===== src/rtl/exc_ctrl.sv =====
// Exception controller: forwards CP0 status/cause/epc from WB, prioritises
// MEM-stage exceptions and interrupts, and drives a one-cycle flush with the
// fetch redirect target. An IDLE/FLUSH FSM prevents a held instruction from
// being reported twice.
// Ports: clk, rst (sync, active-high); stall_i, excepttype_i, pc_i,
//   is_in_delayslot_i, cp0_status_i, cp0_cause_i, cp0_epc_i, wb_cp0_we_i,
//   wb_cp0_waddr_i, wb_cp0_data_i in; except_type_o, pc_o,
//   is_in_delayslot_o, flush_o, new_pc_o, epc_o out.
module exc_ctrl (
  input  logic        clk,
  input  logic        rst,
  input  logic        stall_i,
  input  logic [31:0] excepttype_i,
  input  logic [31:0] pc_i,
  input  logic        is_in_delayslot_i,
  input  logic [31:0] cp0_status_i,
  input  logic [31:0] cp0_cause_i,
  input  logic [31:0] cp0_epc_i,
  input  logic        wb_cp0_we_i,
  input  logic [4:0]  wb_cp0_waddr_i,
  input  logic [31:0] wb_cp0_data_i,
  output logic [31:0] except_type_o,
  output logic [31:0] pc_o,
  output logic        is_in_delayslot_o,
  output logic        flush_o,
  output logic [31:0] new_pc_o,
  output logic [31:0] epc_o
);

  typedef enum logic {
    IDLE  = 1'b0,
    FLUSH = 1'b1
  } state_e;

  localparam logic [4:0]  REG_STATUS = 5'd12;
  localparam logic [4:0]  REG_CAUSE  = 5'd13;
  localparam logic [4:0]  REG_EPC    = 5'd14;
  // Cause bits software can write: IP1..IP0, IV, WP
  localparam logic [31:0] CAUSE_WMASK = 32'h00C0_0300;

  localparam logic [31:0] EXC_NONE = 32'h0;
  localparam logic [31:0] EXC_INT  = 32'h1;
  localparam logic [31:0] EXC_SYS  = 32'h8;
  localparam logic [31:0] EXC_RI   = 32'ha;
  localparam logic [31:0] EXC_TRAP = 32'hd;
  localparam logic [31:0] EXC_OV   = 32'hc;
  localparam logic [31:0] EXC_ERET = 32'he;

  localparam logic [31:0] VEC_BOOT = 32'hBFC0_0380;
  localparam logic [31:0] VEC_NORM = 32'h8000_0180;

  state_e      state_q;
  logic [31:0] exc_cnt_q;

  logic [31:0] status_fwd;
  logic [31:0] cause_fwd;
  logic [31:0] epc_fwd;
  logic        int_pend;
  logic        live;
  logic [31:0] exc_d;
  logic        unused_ok;

  always_comb begin
    status_fwd = cp0_status_i;
    cause_fwd  = cp0_cause_i;
    epc_fwd    = cp0_epc_i;
    if (wb_cp0_we_i) begin
      if (wb_cp0_waddr_i == REG_STATUS)
        status_fwd = wb_cp0_data_i;
      if (wb_cp0_waddr_i == REG_CAUSE)
        cause_fwd = (cp0_cause_i & ~CAUSE_WMASK)
                  | (wb_cp0_data_i & CAUSE_WMASK);
      if (wb_cp0_waddr_i == REG_EPC)
        epc_fwd = wb_cp0_data_i;
    end
  end

  assign int_pend = (|(cause_fwd[15:8] & status_fwd[15:8]))
                  && !status_fwd[1] && status_fwd[0];

  // FLUSH blocks re-reporting the instruction that just trapped
  assign live = !rst && (pc_i != 32'h0) && !stall_i
              && (state_q == IDLE);

  always_comb begin
    exc_d = EXC_NONE;
    if (live) begin
      priority case (1'b1)
        int_pend:         exc_d = EXC_INT;
        excepttype_i[8]:  exc_d = EXC_SYS;
        excepttype_i[9]:  exc_d = EXC_RI;
        excepttype_i[10]: exc_d = EXC_TRAP;
        excepttype_i[11]: exc_d = EXC_OV;
        excepttype_i[12]: exc_d = EXC_ERET;
        default:          exc_d = EXC_NONE;
      endcase
    end
  end

  always_comb begin
    except_type_o     = exc_d;
    flush_o           = (exc_d != EXC_NONE);
    new_pc_o          = 32'h0;
    epc_o             = rst ? 32'h0 : epc_fwd;
    pc_o              = rst ? 32'h0 : pc_i;
    is_in_delayslot_o = rst ? 1'b0 : is_in_delayslot_i;
    if (flush_o) begin
      if (exc_d == EXC_ERET)
        new_pc_o = epc_fwd;
      else
        new_pc_o = status_fwd[22] ? VEC_BOOT : VEC_NORM;
    end
  end

  always_ff @(posedge clk) begin
    if (rst) begin
      state_q   <= IDLE;
      exc_cnt_q <= 32'h0;
    end else begin
      unique case (state_q)
        IDLE:    state_q <= flush_o ? FLUSH : IDLE;
        FLUSH:   state_q <= IDLE;
        default: state_q <= IDLE;
      endcase
      if (flush_o)
        exc_cnt_q <= exc_cnt_q + 32'h1;
    end
  end

  assign unused_ok = ^{excepttype_i[31:13], excepttype_i[7:0],
                       cause_fwd[31:16], cause_fwd[7:0],
                       status_fwd[31:23], status_fwd[21:16],
                       status_fwd[7:2]};

endmodule


===== config.mk =====
export PLATFORM = sky130hd
export DESIGN_NAME = exc_ctrl
export DESIGN_NICKNAME = d
export VERILOG_FILES = /design/src/rtl/exc_ctrl.sv
export SDC_FILE = /design/constraint.sdc
export NUM_CORES = 1
export LEC_CHECK = 0
export ABC_CLOCK_PERIOD_IN_PS = 3400
export BUFFER_PORTS_ARGS = -buffer_cell sky130_fd_sc_hd__buf_4
export CORE_AREA = 10 10 121 123
export DETAILED_ROUTE_END_ITERATION = 10
export DIE_AREA = 0 0 131 133
export PLACE_DENSITY = 0.52
export RECOVER_POWER = 50
export SETUP_SLACK_MARGIN = 0.4
export SLEW_MARGIN = 40
export SYNTH_ARGS = -nofsm -noshare
export SYNTH_HDL_FRONTEND = slang
export SYNTH_SLANG_ARGS = --single-unit

===== constraint.sdc =====
create_clock -name clk -period 3.4 [get_ports clk]
set_input_delay 0.34 -clock clk [delete_from_list [all_inputs] [get_ports clk]]
set_output_delay 0.34 -clock clk [all_outputs]
set_load 0.02 [all_outputs]

Word level (Yosys, flattened, before mapping)
Cells that the tools add are included.
{"block": "word_totals", "register_bits": 1, "latchBits": 0, "mem_bits_rw": 0, "rom_bits": 0, "word_cells": 40, "n_memories": 0}
{"block": "classes", "addsub": 0, "multipliers": 0, "div_mod_pow": 0, "order_cmp": 0, "eq_ne": 4, "shifts": 0, "mux": 21, "bitwise_logic": 3, "reduce_logical": 11}
{"op": "$mux W32", "count": 6}
{"op": "$reduce_bool A32 Y1", "count": 2}
{"op": "$mux W23", "count": 2}
{"op": "$eq A32 B4 Y1 const B", "count": 1}
{"op": "$mux W16", "count": 2}
{"op": "$mux W30", "count": 1}
{"op": "$mux W4", "count": 7}
{"op": "$or A16 B10 Y16", "count": 1}
{"op": "$eq A5 B4 Y1 const B", "count": 3}
{"op": "$and A8 B8 Y8", "count": 1}
{"op": "$reduce_or A8 Y1", "count": 1}
{"op": "$logic_and A1 B1 Y1", "count": 5}
{"op": "$logic_not A1 Y1", "count": 3}
{"op": "$mux W1", "count": 2}
{"op": "$pmux W1 S2", "count": 1}
{"op": "$not A1 Y1", "count": 1}

Longest topological paths before layout
{"block": "logic_depth", "depth_word": 12, "depth_mapped": 9}

Worst setup path before layout
No wires, ideal clock.
{"block": "synth_timing", "path_kind": "input to output", "startpoint": "input port wb_cp0_waddr_i[4]", "endpoint": "output port except_type_o[2]", "t_arrival_ns": 2.647, "required_ns": 3.060, "slack_ns": 0.413, "stages": 8, "n_path_buf": 1, "path_cell_list": "nand4b_1 -> or3_1 -> buf_6 -> mux2_4 -> a22oi_2 -> a41oi_4 -> or2_1 -> nor4_1"}
{"block": "synth_via", "elab_chain_len": 9, "elab_cells_between_ends": 13}
{"element": "start: declaration", "line": "20", "text": "input logic [4:0] wb_cp0_waddr_i,"}
{"element": "$eq A5 B4 Y1 (on tied branches)", "line": "70, 68"}
{"element": "$mux W16 / $mux W23 (equally long branches)", "line": "70, 68"}
{"element": "$mux W16 / $mux W23 (equally long branches)", "line": "67", "text": "if (wb_cp0_we_i) begin"}
{"element": "$and A8 B8 Y8", "line": "78", "text": "assign int_pend = (|(cause_fwd[15:8] & status_fwd[15:8]))"}
{"element": "$reduce_or A8 Y1", "line": "78"}
{"element": "$logic_and A1 B1 Y1", "line": "79", "text": "&& !status_fwd[1] && status_fwd[0];"}
{"element": "$logic_and A1 B1 Y1 *", "line": "79"}
{"element": "$mux W4 *", "line": "88", "text": "priority case (1'b1)"}
{"element": "$mux W4 *", "line": "87", "text": "if (live) begin"}
{"element": "end: declaration", "line": "22", "text": "output logic [31:0] except_type_o,"}
Every way passes the cells marked *; elsewhere a longest branch is shown, timed or not.

Worst setup path after layout
{"block": "layout_timing", "startpoint": "input port wb_cp0_waddr_i[4]", "endpoint": "output port new_pc_o[11]"}
{"block": "layout_via", "elab_chain_len": 12, "elab_cells_between_ends": 20}
{"element": "$eq A5 B4 Y1 (on tied branches)", "line": "70, 68"}
{"element": "$mux W16 / $mux W23 (equally long branches)", "line": "70, 68"}
{"element": "$mux W16 / $mux W23 (equally long branches)", "line": "67"}
{"element": "$and A8 B8 Y8", "line": "78"}
{"element": "$reduce_or A8 Y1", "line": "78"}
{"element": "$logic_and A1 B1 Y1 (2 in series)", "line": "79"}
{"element": "$mux W4", "line": "88"}
{"element": "$mux W4", "line": "87"}
{"element": "$eq A32 B4 Y1", "line": "108", "text": "if (exc_d == EXC_ERET)"}
{"element": "$mux W32", "line": "108"}
{"element": "$mux W32 *", "line": "107", "text": "if (flush_o) begin"}
{"element": "end: declaration", "line": "26", "text": "output logic [31:0] new_pc_o,"}
Marked as above.

==> impl_metrics.ini <==
[detailed_routing]
wl_um = 10780
routed_via_density = 3.927
dr.first_iter.drc_count = 52
antenna_left = 0
dr.pass1.iters = 8
remaining_drc_errors = 0
wl_per_cell_um = 17.03
vias = 2486

[flow_run]
drv_cap = 0

[timing]
finClkSkew_ns = 0
tns_ns = 0
rsz0062_at_grt = true
final.period_utilization = 0.8971
worst_pin_slew_ns = 1.293
slew-limit-headroom = 0.1379
setup_violations = 0
hold_viol_final = 0
slew_violations = 0
period_needed_ns = 3.050
fmax_mhz = 327.8

[final_layout]
largest_reg_flops = 1
multi_input_area_um2 = 1430
syn_to_final_growth_pct = 116.2
n_fill_cell = 1422
max_flop_register = state_q
reg_top3 = state_q: 1 flops
drive_above_1_share = 0.4794
layout_commonest_cell = buf_4
final_cell_mix = buf_4, nor2_1, clkbuf_1, mux2i_1, nor2b_1
seq_area_um2 = 20.02
final_area_um2 = 3373
final_nets = 665
diodes = 0

[synthesis]
ys_warn_count = 0
synthesis.area_um2 = 1560
synth.ff_latch_count = 1
syn_avg_cell_area_um2 = 6.813
synth_cells = 229
yosysSeqAreaShare = 0.01283
ys_types = 32

[setup_path]
critPathMaxFanout = 7
crit_path_end_kind = output port
critical_path_class = primary input to output port
reg2reg_depth = 5
start_kind = primary input
crit_required_ns = 3.06
critPathArrivalTime_ns = 2.71

[clocking]
clk_pin_slew_ns = 0
clock_latency_ns = 0

[pwr]
total_power_uw = 406.7
power.leakage_nw = 1.546
vdd_drop_max_uv = 117.7
p_per_area_nw_per_um2 = 120.6

[global_routing]
grt_pass1_wl_um = 15310
grt_use_total = 0.1091
grt-ovfl-total = 0
antenna_found_initial = 0
first_global_vias = 2777
grt_max_degree = 67

[die]
dieArea_um2 = 17420
die_x_um = 131
ios = 332
die_y_um = 133
initial_core_util = 0.1262
rows = 41
core_um2 = 12360

[place]
globalplace.congestion = 0.8288
hpwl_um = 9028
dpl-instance-area_um2 = 3368
port-buffer-count = 231

[run_status]
status = completed

[worst_hold_path]
hold_path_class = primary input to register
whs_path_depth = 6
cells in the mapped netlist:
| cell type | count | area share |
|---|---|---|
| a22oi_2 | 3 | 0.024 |
| inv_1 | 3 | 0.0072 |
| buf_4 | 29 | 0.14 |
| a21oi_1 | 8 | 0.026 |
| a22oi_1 | 2 | 0.0096 |
| conb_1 | 1 | 0.0024 |
| dfxtp_1 | 1 | 0.013 |
| mux2_1 | 2 | 0.014 |
| clkbuf_1 | 8 | 0.019 |
| mux2i_1 | 42 | 0.27 |
| a41oi_4 | 1 | 0.018 |
| nor3_1 | 3 | 0.0096 |
| nand4_1 | 2 | 0.0080 |
| or3_1 | 1 | 0.0040 |
| buf_6 | 3 | 0.022 |
| o21bai_1 | 1 | 0.0048 |
| a221oi_1 | 1 | 0.0056 |
| mux2_4 | 3 | 0.029 |
| nand3_1 | 1 | 0.0032 |
| nor3b_1 | 2 | 0.0096 |
| o21ai_1 | 2 | 0.0064 |
| nor2_1 | 58 | 0.14 |
| nand2_1 | 1 | 0.0024 |
| buf_1 | 3 | 0.0072 |
| nor4_1 | 9 | 0.036 |
| or3_4 | 1 | 0.0072 |
| nor3_4 | 1 | 0.010 |
| a31oi_1 | 1 | 0.0040 |
| mux2_2 | 1 | 0.0072 |
| nor2b_1 | 33 | 0.13 |
| nand4b_1 | 1 | 0.0056 |
| or2_1 | 1 | 0.0040 |
metal layers:
metal,vias to the layer above,part of all wire,global-route usage,wire (um)
li1,1201,-,-,-
met1,1116,0.37,0.1189,4029
met2,167,0.48,0.1980,5205
met3,2,0.14,0.04714,1490
met4,0,0.0051,0.004944,55
met5,-,0,0,0
critical path, cell delays in order:
cell	delay, ns
buf_6	0.08
nand4b_1	0.19
or3_4	0.42
mux2_4	0.32
a22oi_2	0.21
a41oi_4	0.23
buf_12	0.20
or3_4	0.42
nor2_1	0.13
buf_4	0.15
path summary, 6_finish.rpt:
check                                        from      endpoint  slack (ns)
worst max-delay path            wb_cp0_waddr_i[4]  new_pc_o[11]        0.35
worst min-delay path             excepttype_i[11]       state_q        0.91
worst max register to register            state_q       state_q        2.17
worst min register to register            state_q       state_q        0.98
report_power, final:
group | switching, mW | total (mW) | leakage, nW | internal [mW]
Clock | 0 | 0 | 0 | 0
Combinational | 0.214 | 0.394 | 1.54 | 0.180
Sequential | 0.000232 | 0.0129 | 0.00829 | 0.0127
through the flow:
step	instances	util	setup slack, ns	hold WS [ns]
after detailed placement	622	0.2724	0.07416	0.9250
after global placement	622	0.2724	0.1040	0.9181
final	633	0.2728	0.3497	0.9146
after floorplan	256	-	0.4125	0.6446
after global routing	633	0.2728	0.1997	0.9689
after CTS	627	0.2792	0.3482	0.9342
cells by family (layout without fill, tap and decap cells):
kind of cell    Yosys count  in the layout  synth area share
mux                      48             48            0.3200
buf+inv                  46            248            0.1949
compound gates           19             19           0.09784
flops                     1              1           0.01283
other cells               1             28          0.002403
simple gates            114            117            0.3721
area by class of cell:
class / count / share of cell area
inverters: 3 / 0.003338
flip-flops and latches: 1 / 0.005935
multi-input cells: 212 / 0.4240
well taps: 172 / 0.06380
repair buffers: 245 / 0.5030
timing repair:
action,CTS,global route
buffers inserted,2,5
setup endpoints to repair,35,35
gates resized for setup,14,13
gates cloned,3,1
hold buffers,0,0
pin swaps,9,14
No activity file was read; power rests on OpenSTA's default activity.
